<file path="src/rtl/dmem_responder.sv">
// dmem_responder: single-port data memory with fixed-latency dual-read responses.
// Ports: clk, rst (sync, active-high); req_valid/req_ready/req_we/req_addr0/req_addr1/req_wdata
//   request side; rsp_valid/rsp_ready/rsp_data0/rsp_data1 response side.
// Optional macro DMEM_STATS_EN adds stat_reads/stat_writes (16-bit saturating counters).
module dmem_responder #(
    parameter int WIDTH   = 8,
    parameter int DEPTH   = 8,
    parameter int LATENCY = 2
) (
    input  logic                     clk,
    input  logic                     rst,
    input  logic                     req_valid,
    output logic                     req_ready,
    input  logic                     req_we,
    input  logic [$clog2(DEPTH)-1:0] req_addr0,
    input  logic [$clog2(DEPTH)-1:0] req_addr1,
    input  logic [WIDTH-1:0]         req_wdata,
    output logic                     rsp_valid,
    input  logic                     rsp_ready,
    output logic [WIDTH-1:0]         rsp_data0,
    output logic [WIDTH-1:0]         rsp_data1
`ifdef DMEM_STATS_EN
    ,
    output logic [15:0]              stat_reads,
    output logic [15:0]              stat_writes
`endif
);

    localparam int AW = $clog2(DEPTH);
    localparam int CW = (LATENCY > 1) ? $clog2(LATENCY) : 1;

    typedef enum logic [1:0] {IDLE, WAIT, RESP} state_t;

    state_t           state_q, state_d;
    logic [CW-1:0]    cnt_q, cnt_d;
    logic             we_q, we_d;
    logic [AW-1:0]    addr0_q, addr0_d;
    logic [AW-1:0]    addr1_q, addr1_d;
    logic [WIDTH-1:0] wdata_q, wdata_d;
    logic [WIDTH-1:0] rsp_data0_q, rsp_data0_d;
    logic [WIDTH-1:0] rsp_data1_q, rsp_data1_d;
    logic [WIDTH-1:0] data [DEPTH];
    logic             accept;
    logic             commit;

    assign req_ready = (state_q == IDLE) && !rst;
    assign rsp_valid = (state_q == RESP);
    assign rsp_data0 = rsp_data0_q;
    assign rsp_data1 = rsp_data1_q;

    always_comb begin
        state_d     = state_q;
        cnt_d       = cnt_q;
        we_d        = we_q;
        addr0_d     = addr0_q;
        addr1_d     = addr1_q;
        wdata_d     = wdata_q;
        rsp_data0_d = rsp_data0_q;
        rsp_data1_d = rsp_data1_q;
        commit      = 1'b0;
        accept      = req_valid && req_ready;
        unique case (state_q)
            IDLE: begin
                if (accept) begin
                    we_d    = req_we;
                    addr0_d = req_addr0;
                    addr1_d = req_addr1;
                    wdata_d = req_wdata;
                    cnt_d   = CW'(LATENCY - 1);
                    state_d = WAIT;
                end
            end
            WAIT: begin
                if (cnt_q == '0) begin
                    commit      = we_q;
                    // Write-first: the committing word is returned on any port that names it.
                    rsp_data0_d = we_q ? wdata_q : data[addr0_q];
                    rsp_data1_d = (we_q && addr1_q == addr0_q) ? wdata_q : data[addr1_q];
                    state_d     = RESP;
                end else begin
                    cnt_d = cnt_q - CW'(1);
                end
            end
            RESP: begin
                if (rsp_ready) begin
                    state_d = IDLE;
                end
            end
            default: state_d = IDLE;
        endcase
    end

    always_ff @(posedge clk) begin
        if (rst) begin
            state_q     <= IDLE;
            cnt_q       <= '0;
            we_q        <= 1'b0;
            addr0_q     <= '0;
            addr1_q     <= '0;
            wdata_q     <= '0;
            rsp_data0_q <= '0;
            rsp_data1_q <= '0;
            for (int i = 0; i < DEPTH; i++) begin
                data[i] <= '0;
            end
        end else begin
            state_q     <= state_d;
            cnt_q       <= cnt_d;
            we_q        <= we_d;
            addr0_q     <= addr0_d;
            addr1_q     <= addr1_d;
            wdata_q     <= wdata_d;
            rsp_data0_q <= rsp_data0_d;
            rsp_data1_q <= rsp_data1_d;
            if (commit) begin
                data[addr0_q] <= wdata_q;
            end
        end
    end

`ifdef DMEM_STATS_EN
    logic [15:0] stat_reads_q, stat_reads_d;
    logic [15:0] stat_writes_q, stat_writes_d;

    assign stat_reads  = stat_reads_q;
    assign stat_writes = stat_writes_q;

    always_comb begin
        stat_reads_d  = stat_reads_q;
        stat_writes_d = stat_writes_q;
        if (accept && !req_we && stat_reads_q != 16'hFFFF) begin
            stat_reads_d = stat_reads_q + 16'd1;
        end
        if (accept && req_we && stat_writes_q != 16'hFFFF) begin
            stat_writes_d = stat_writes_q + 16'd1;
        end
    end

    always_ff @(posedge clk) begin
        if (rst) begin
            stat_reads_q  <= '0;
            stat_writes_q <= '0;
        end else begin
            stat_reads_q  <= stat_reads_d;
            stat_writes_q <= stat_writes_d;
        end
    end
`endif

endmodule

</file>
<file path="config.mk">
export PLATFORM = sky130hd
export DESIGN_NAME = dmem_responder
export DESIGN_NICKNAME = d
export VERILOG_FILES = /design/src/rtl/dmem_responder.sv
export SDC_FILE = /design/constraint.sdc
export NUM_CORES = 1
export LEC_CHECK = 0
export BUFFER_PORTS_ARGS = -buffer_cell sky130_fd_sc_hd__buf_4
export CAP_MARGIN = 20
export CORE_AREA = 2 2 115 117
export DETAILED_ROUTE_END_ITERATION = 8
export DIE_AREA = 0 0 117 119
export PLACE_DENSITY_LB_ADDON = 0.05
export SYNTH_ARGS = -nofsm -noshare
export SYNTH_HDL_FRONTEND = slang
export SYNTH_SLANG_ARGS = --single-unit
</file>
<file path="constraint.sdc">
create_clock -name clk -period 2.12 [get_ports clk]
set_input_delay 0.212 -clock clk [delete_from_list [all_inputs] [get_ports clk]]
set_output_delay 0.212 -clock clk [all_outputs]
set_load 0.1 [all_outputs]
</file>
==> results.md, run 1 <==
- The startpoint type of the worst setup path is a flop.
- The pre-CTS setup slack is 0.213 ns.
- The post-synthesis share of cell area spent on and, or, nand and nor gates is 0.179.
- The maximum number of buffers from clock root to sink is 2.
- Excluding fillers, the count of instances in the completed layout stands at 631.
- The capture point of the worst reg-to-reg path is data[0][2]$_SDFFCE_PN0P_.
- The pin count of the biggest net entering global routing is 35.
- The launch point of the critical path is state_q[1]$_SDFFE_PP0P_.
- The die covers 0.0139 sq mm.
- In this run the count of I/O pins placed on the die edge is 37.
- The relative max-transition margin is 0.537.
- The number of buffers added on ports is 36.
- The peak supply drop is 0.363 mV.
- Of the total synthesized cell area, the portion taken by full adders, half adders and majority gates is 0.
- In this run, post-CTS hold repair placed 0 buffers.
- The number of rows created at floorplan is 42.
- The smallest setup slack after layout is 0.211 ns.
- The post-cts repair resize count is 0.
- The clock arrives with between 0.006 and 0.007 ns of skew.
- After synthesis the cells add up to 0.00495 sq mm.
- In this run, the number of DRC markers left after iteration 0 of detailed routing was 255.
- The number of inserted diodes is 0.
- The area occupied by registers is 0.00260 sq mm.
- Of the synthesized area, sequential elements account for 0.525.
- The post-synthesis net count is 430.
- After synthesis the netlist holds a flip-flop and latch count of 98.
- The number of maximum-capacitance violations is 0.
- The peak fanout along the critical path is 9.
- The final-report setup violation count is 0.
- Of the total synthesized cell area, the portion taken by XOR and XNOR cells is 0.00530.
- The die height is approximately 120 um.
- The nature of the critical path endpoint is a flop.
- The CTS tree is yes.
- The number of filler instances in the final layout is 1206.
- The congestion estimate from routability-driven global placement came to about 0.84.
- In this run the static leakage power is 2.08 nW.
- In this run, CTS created clock tree buffers numbering 9.
- The pre-antenna-repair detailed-routing pass consisted of 4 iterations.
- The total number of clock tree sinks is slightly below 100.
- For this configuration, the core starts out at a cell density of 0.385.
- The fraction of the mapped netlist area in compound gates came to 0.119.
- The time the final worst path needs with I/O delays and setup is between 1.5 and 2 ns.
- The initial antenna violation count was 0.
- The number of vias after detailed routing is 3384.
- After detailed placement, the design holds a cell count of approximately 620.
- Clock tree synthesis selected as its root buffer the cell sky130_fd_sc_hd__clkbuf_16.
- The run finished with clean final reports.
- The count of mapped cells out of synthesis is roughly 410.
- Based on the critical path, the design can be clocked at up to 524 MHz.
- After floorplanning, the core was sized to cover about 0.013 sq mm.
- The H-tree depth is 3.
- In the routed layout, each cell is associated on average with a via count of 5.36.
- The count of cell types in the netlist is 42.
- The via count of the first global-routing pass is between 3000 and 4000.
- Counting flops with a built-in enable in the synthesized netlist gives between 60 and 70.
- In the finished design, the share of the clock period the worst path needs comes to 0.901.
- After the last flow step, the layout net total stands at between 400 and 500.
- In this run the post-CTS setup repair buffer count came out at 0.
- The number of cells traversed by the worst register-to-register path is 5.
- The critical path in this run is classified as flop to flop.
- The aggregate global routing overflow is 0.
- The die is 117 um wide.
- In this run the worst setup path terminates at data[0][2]$_SDFFCE_PN0P_.
- At the worst endpoint, the required time is 2.17 ns.
- The number of warning messages in the yosys log is 0.
- The number of remaining DRC errors is 0.
- The data arrival time of the critical path is 1.96 ns.
- The multi-input combinational cells in the finished layout cover a total of 0.00216 sq mm.
- The total routing usage reported by global routing is 0.210.
- The area growth from synthesis to layout is 17.2%.
- The post-detailed-route count of antenna-violating nets is 0.
- Setup repair after global routing left no endpoint under its margin.
- The fraction of final layout cells sized beyond drive strength 1 is 0.242.
- The mean cell area of the mapped netlist is approximately 12 sq um.
- The total length of routed wires is 13800 um.
- The power density over the cells is ~810 mW/mm^2.
- The main combinational cell family by area after synthesis is simple AND/OR/NAND/NOR gates.
- The max-slew violation total from the final report is 0.
- The number of failing hold endpoints at the final stage is 0.
- The HPWL reported at the end of detailed placement is 10200 um.
- The most common flop cell mapped by yosys is sky130_fd_sc_hd__edfxtp_1.
- The worst hold path class is input port to flop.
- After synthesis, the share of flip-flops with an asynchronous set or reset is 0.
- The origin of the critical flop-to-flop path is state_q[1]$_SDFFE_PP0P_.
- The slew at the pin closest to its max-slew limit is 0.693 ns.
- The flop-to-flop setup slack is 0.21 ns.
- After clock tree synthesis, the clock-pin slew on the worst setup and hold paths is 0.07 ns.
- The final worst hold slack is 0.0565 ns.
- The first global-routing pass estimated 20800 um of wire.
- For the worst-skew pair, the clock arrives at the later sink with an insertion delay of 0.35 ns.
- The average wire length per cell after detail routing is between 20 and 25 um.
- The post-synthesis mux area share is 0.131.
-- cell usage after synthesis (all sizes together) (15+ instances only) --
| cell | number | area share |
|---|---|---|
| and2 | 66 | 0.083 |
| dfxtp | 34 | 0.14 |
| clkbuf | 19 | 0.014 |
| edfxtp | 64 | 0.39 |
| a221o | 16 | 0.032 |
| nand2 | 35 | 0.027 |
| o21ai | 37 | 0.037 |
| nor2 | 18 | 0.017 |
| mux2i | 17 | 0.034 |
| buf | 15 | 0.022 |
| mux4 | 16 | 0.078 |
-- placed cells by master (no fill, tap or decap), types with 5 or more instances in the layout --
| cell | n |
|---|---|
| sky130_fd_sc_hd__mux4_2 | 9 |
| sky130_fd_sc_hd__mux2i_1 | 17 |
| sky130_fd_sc_hd__nand2_1 | 35 |
| sky130_fd_sc_hd__a32oi_1 | 5 |
| sky130_fd_sc_hd__and2_1 | 65 |
| sky130_fd_sc_hd__o21ai_0 | 36 |
| sky130_fd_sc_hd__nand3b_1 | 8 |
| sky130_fd_sc_hd__inv_1 | 5 |
| sky130_fd_sc_hd__a221o_1 | 16 |
| sky130_fd_sc_hd__nor2_2 | 7 |
| sky130_fd_sc_hd__mux2_2 | 8 |
| sky130_fd_sc_hd__nand3_1 | 5 |
| sky130_fd_sc_hd__dfxtp_1 | 34 |
| sky130_fd_sc_hd__nor2_1 | 11 |
| sky130_fd_sc_hd__mux4_1 | 7 |
| sky130_fd_sc_hd__clkbuf_16 | 9 |
| sky130_fd_sc_hd__buf_4 | 60 |
| sky130_fd_sc_hd__edfxtp_1 | 64 |
| sky130_fd_sc_hd__a311oi_1 | 8 |
-- power breakdown --
part           leakage, nW  switching, W  total (W)  internal [W]
sequential           0.939      0.000128    0.00225       0.00212
clock                0.152      0.000692    0.00172       0.00103
combinational        0.989      0.000485   0.000754      0.000269
-- critical path, cell delays in order (launching register included) --
cell and delay (ns):
sky130_fd_sc_hd__dfxtp_1 0.39, sky130_fd_sc_hd__nor4b_4 0.31, sky130_fd_sc_hd__buf_4 0.20, sky130_fd_sc_hd__nand3_4 0.15, sky130_fd_sc_hd__nor3_4 0.28, sky130_fd_sc_hd__or2_2 0.28
-- area by class of cell --
| cell class | instances | share of cell area |
|---|---|---|
| Clock buffer | 10 | 0.0394 |
| Clock inverter | 6 | 0.0140 |
| Inverter | 5 | 0.00323 |
| Multi-Input combinational cell | 274 | 0.373 |
| Sequential cell | 98 | 0.448 |
| Tap cell | 176 | 0.0379 |
| Timing Repair Buffer | 62 | 0.0845 |
-- flip-flops by register name, summed over array words and instances, names as in the netlist --
name,count
addr0_q,3
cnt_q,1
data,64
rsp_data0,8
we_q,1
wdata_q,8
state_q,2
addr1_q,3
rsp_data1,8
-- stage by stage --
stage                     power, W  setup TNS [ns]   util  instance area, sq um
after global placement     0.00305               0  0.427                  5500
after global routing       0.00489               0  0.451                  5810
final                      0.00472               0  0.451                  5810
after floorplan            0.00278          -0.784      -                  4970
after CTS                  0.00477               0  0.451                  5810
after detailed placement   0.00305               0  0.427                  5500
-- worst min-delay path by stage --
stage | from | end | slack [ns] | depth (start not counted)
global placement | req_addr1[2] | addr1_q[2]$_SDFFE_PP0P_ | 0.41 | 3
floorplan | req_we | we_q$_SDFFE_PP0P_ | 0.32 | 2
detailed placement | req_wdata[3] | wdata_q[3]$_SDFFE_PP0P_ | 0.41 | 3
global route | req_addr1[2] | addr1_q[2]$_SDFFE_PP0P_ | 0.06 | 3
CTS | req_addr0[1] | addr0_q[1]$_SDFFE_PP0P_ | 0.05 | 3
finish | req_addr0[1] | addr0_q[1]$_SDFFE_PP0P_ | 0.06 | 3
-- logic make-up after synthesis --
logic type / count (synthesis)
flip-flops: 98
AND/OR/NAND/NOR: 150
multiplexers: 41
XOR/XNOR: 3
AO/OA/AOI/OAI: 80
buffers and inverters: 39
-- routing by layer --
metal	wire [um]	track usage	up-vias
met5	0	0	-
met4	382	0.0912	0
met2	6220	0.307	92
met3	534	0.0310	21
met1	6620	0.308	1671
li1	-	-	1600
No activity file was read; power rests on OpenSTA's default activity.
==> run 2: changes to the inputs <==
- clock period: 2.12 -> 2.1 ns (I/O delays scaled with it)
==> results.md, run 2 (synthesis results as in run 1) <==
- The via count of the first global-routing pass is 3318 (was 3316).
- The CTS tree is yes (unchanged).
- The number of buffers added on ports came to 36 (unchanged).
- The aggregate global routing overflow is 0 (unchanged).
- The worst hold path class was input port to flop (unchanged).
- Crit-path cells: buf_12 -> mux4_1 -> mux2i_1 -> nor2_1 -> a221o_1 (was nor4b_4 -> buf_4 -> nand3_4 -> nor3_4 -> or2_2).
- The time the final worst path needs with I/O delays and setup is 1.90 ns (was 1.91 ns).
- The number of remaining DRC errors was 0 (unchanged).
- The final-report setup violation count is 0 (unchanged).
- The die width was 117 um (unchanged).
- The post-cts repair resize count came to 0 (unchanged).
- The number of buffers and inverters on the critical path was 1 (unchanged).
- The I/O pin total is 37 (unchanged).
- The area growth from synthesis to layout came to 17.2% (about the same).
- The HPWL reported at the end of detailed placement was 10400 um (was 10200 um).
- The number of setup buffers added after CTS is 0 (unchanged).
- The data arrival time of the critical path is 2.13 ns (was 1.96 ns).
- The cell chosen for the clock root is sky130_fd_sc_hd__clkbuf_16 (unchanged).
- The number of rows created at floorplan is 42 (unchanged).
- Commonest non-fill, non-tap cells in the layout: 66 x sky130_fd_sc_hd__buf_4, 65 x sky130_fd_sc_hd__and2_1, 64 x sky130_fd_sc_hd__edfxtp_1, 36 x sky130_fd_sc_hd__o21ai_0, 35 x sky130_fd_sc_hd__nand2_1 (was 65 x sky130_fd_sc_hd__and2_1, 64 x sky130_fd_sc_hd__edfxtp_1, 60 x sky130_fd_sc_hd__buf_4, 36 x sky130_fd_sc_hd__o21ai_0, 35 x sky130_fd_sc_hd__nand2_1).
- The first-pass GRT wire length is 20700 um (was 20800 um).
- The fraction of final layout cells sized beyond drive strength 1 is 0.251 (was 0.242).
- The maximum number of buffers from clock root to sink is 2 (unchanged).
- The number of failing hold endpoints at the final stage is 0 (unchanged).
- The H-tree depth is 3 (unchanged).
- The met3 demand-to-capacity share in global routing came to 0.0285 (was 0.0310).
- The nature of the critical path endpoint was a flop (unchanged).
- The required time reported for the critical path endpoint came to 2.33 ns (was 2.17 ns).
- The power density over the cells was 802 mW/mm^2 (was 813 mW/mm^2).
- The startpoint type of the worst setup path is a flop (unchanged).
- The global routing's busiest layer is met2 (was met1).
- The worst clock skew is 0.00913 ns (was 0.00663 ns).
- The highest attainable clock frequency is 527 MHz (was 524 MHz).
- The total number of clock tree sinks was 98 (unchanged).
- The number of vias after detailed routing is 3339 (was 3384).
- Unrepaired setup endpoints after global routing: false (unchanged).
- The TritonCTS buffer count is 9 (unchanged).
- The slew at the pin closest to its max-slew limit is 0.619 ns (was 0.693 ns).
- The total routing usage reported by global routing was 0.210 (about the same).
- The biggest cell delay along the critical path is 0.62 ns (was 0.39 ns).
- The routing usage on met2 is 0.315 (was 0.307).
- The average wire length per cell after detail routing is 21.8 um (about the same).
- The per-cell via count in the routed design is 5.26 (was 5.36).
- The slowest library cell on the worst path is sky130_fd_sc_hd__mux4_1 (was sky130_fd_sc_hd__dfxtp_1).
- The clock insertion delay at the later pin of the skew report is 0.35 ns (about the same).
- The post-detailed-route count of antenna-violating nets is 0 (unchanged).
- The clock-pin transition on the worst setup and hold timing paths is 0.07 ns (about the same).
- The hold-fix buffer count after cts is 0 (unchanged).
- The number of maximum-capacitance violations was 0 (unchanged).
- The type of the setup path with the least slack is flop to flop (unchanged).
- The peak fanout along the critical path was 18 (was 9).
- The violation count after the first detailed-route iteration was 262 (was 255).
- The initial antenna violation count is 0 (unchanged).
- The cell area after layout is 0.00581 sq mm (about the same).
- The kind of cell with the highest combined delay on the critical path is multiplexers (was simple AND/OR/NAND/NOR gates).
- The relative max-transition margin was 0.586 (was 0.537).
- The die area is 0.0139 sq mm (unchanged).
- The max-slew violation total from the final report came to 0 (unchanged).
- The number of flip-flops in the largest register is 64 (unchanged).
- The total negative slack is 0 ns (unchanged).
- The net count reported at finish is 474 (was 469).
- The instance area after placement is 0.00552 sq mm (was 0.00550 sq mm).
- The peak supply drop is 0.433 mV (was 0.363 mV).
- The pin count of the biggest net entering global routing is 31 (was 35).
- The die height is 119 um (unchanged).
- The smallest setup slack after layout is 0.202 ns (was 0.211 ns).
- The share of the clock period used by the worst path was 0.904 (was 0.901).
- The number of inserted diodes is 0 (unchanged).
- The met1 layer usage reported by global route is 0.299 (was 0.308).
- The total length of routed wires is 13900 um (was 13800 um).
- The register name with the most flops is data (unchanged).
- The number of detailed-route iterations in the first pass is 4 (unchanged).
- The routability-driven placement congestion ratio came to 0.925 (was 0.836).
- The pre-CTS setup slack was 0.246 ns (was 0.213 ns).
- The floorplan core area is 0.0129 sq mm (unchanged).
- Outcome: completed (unchanged).
- The most common library cell in the layout ignoring fill and taps is sky130_fd_sc_hd__buf_4 (was sky130_fd_sc_hd__and2_1).
- The static power due to leakage is 2.09 nW (was 2.08 nW).
- The initial core utilization was 0.385 (unchanged).
[run 2: per-stage QoR]
step / power [W] / hold WS [ns] / util / instances
floorplan: 0.00281 / 0.318 / - / 411
detailed placement: 0.00309 / 0.411 / 0.429 / 620
CTS: 0.00469 / 0.0446 / 0.451 / 635
global route: 0.00480 / 0.0589 / 0.451 / 635
finish: 0.00466 / 0.0536 / 0.451 / 635
global placement: 0.00309 / 0.403 / 0.429 / 620
[run 2: layer usage]
layer,vias up,part of all wire
li1,1615,-
met1,1622,0.47
met2,82,0.45
met3,20,0.048
met4,0,0.035
met5,-,0
[run 2: area by class of cell]
class | instances | area [sq um]
Clock inverter | 6 | 58.8
Inverter | 5 | 18.8
Fill cell | 1194 | 7070
Timing Repair Buffer | 67 | 515
Tap cell | 176 | 220
Sequential cell | 98 | 2600
Clock buffer | 9 | 225
Multi-Input combinational cell | 274 | 2160
[run 2: path summary, 6_finish.rpt]
path | end | cells past startpoint | slack, ns | start
worst max register to register | rsp_data1[5]$_SDFFE_PP0P_ | 5 | 0.20 | addr1_q[0]$_SDFFE_PP0P_
worst max-delay path | rsp_data1[5]$_SDFFE_PP0P_ | 5 | 0.20 | addr1_q[0]$_SDFFE_PP0P_
worst min-delay path | addr1_q[2]$_SDFFE_PP0P_ | 3 | 0.05 | req_addr1[2]
worst min register to register | rsp_data1[1]$_SDFFE_PP0P_ | 1 | 0.49 | rsp_data1[1]$_SDFFE_PP0P_
[run 2: worst register-to-register path, cell delays in order, from the launching register on]
cell,delay [ns]
sky130_fd_sc_hd__dfxtp_1,0.36
sky130_fd_sc_hd__buf_12,0.19
sky130_fd_sc_hd__mux4_1,0.63
sky130_fd_sc_hd__mux2i_1,0.26
sky130_fd_sc_hd__nor2_1,0.08
sky130_fd_sc_hd__a221o_1,0.27
[run 2: report_power, final]
part / internal, W / switching (W)
clock network: 0.000909 / 0.000709
logic: 0.000276 / 0.000520
registers: 0.00214 / 0.000101
total: 0.00333 / 0.00133
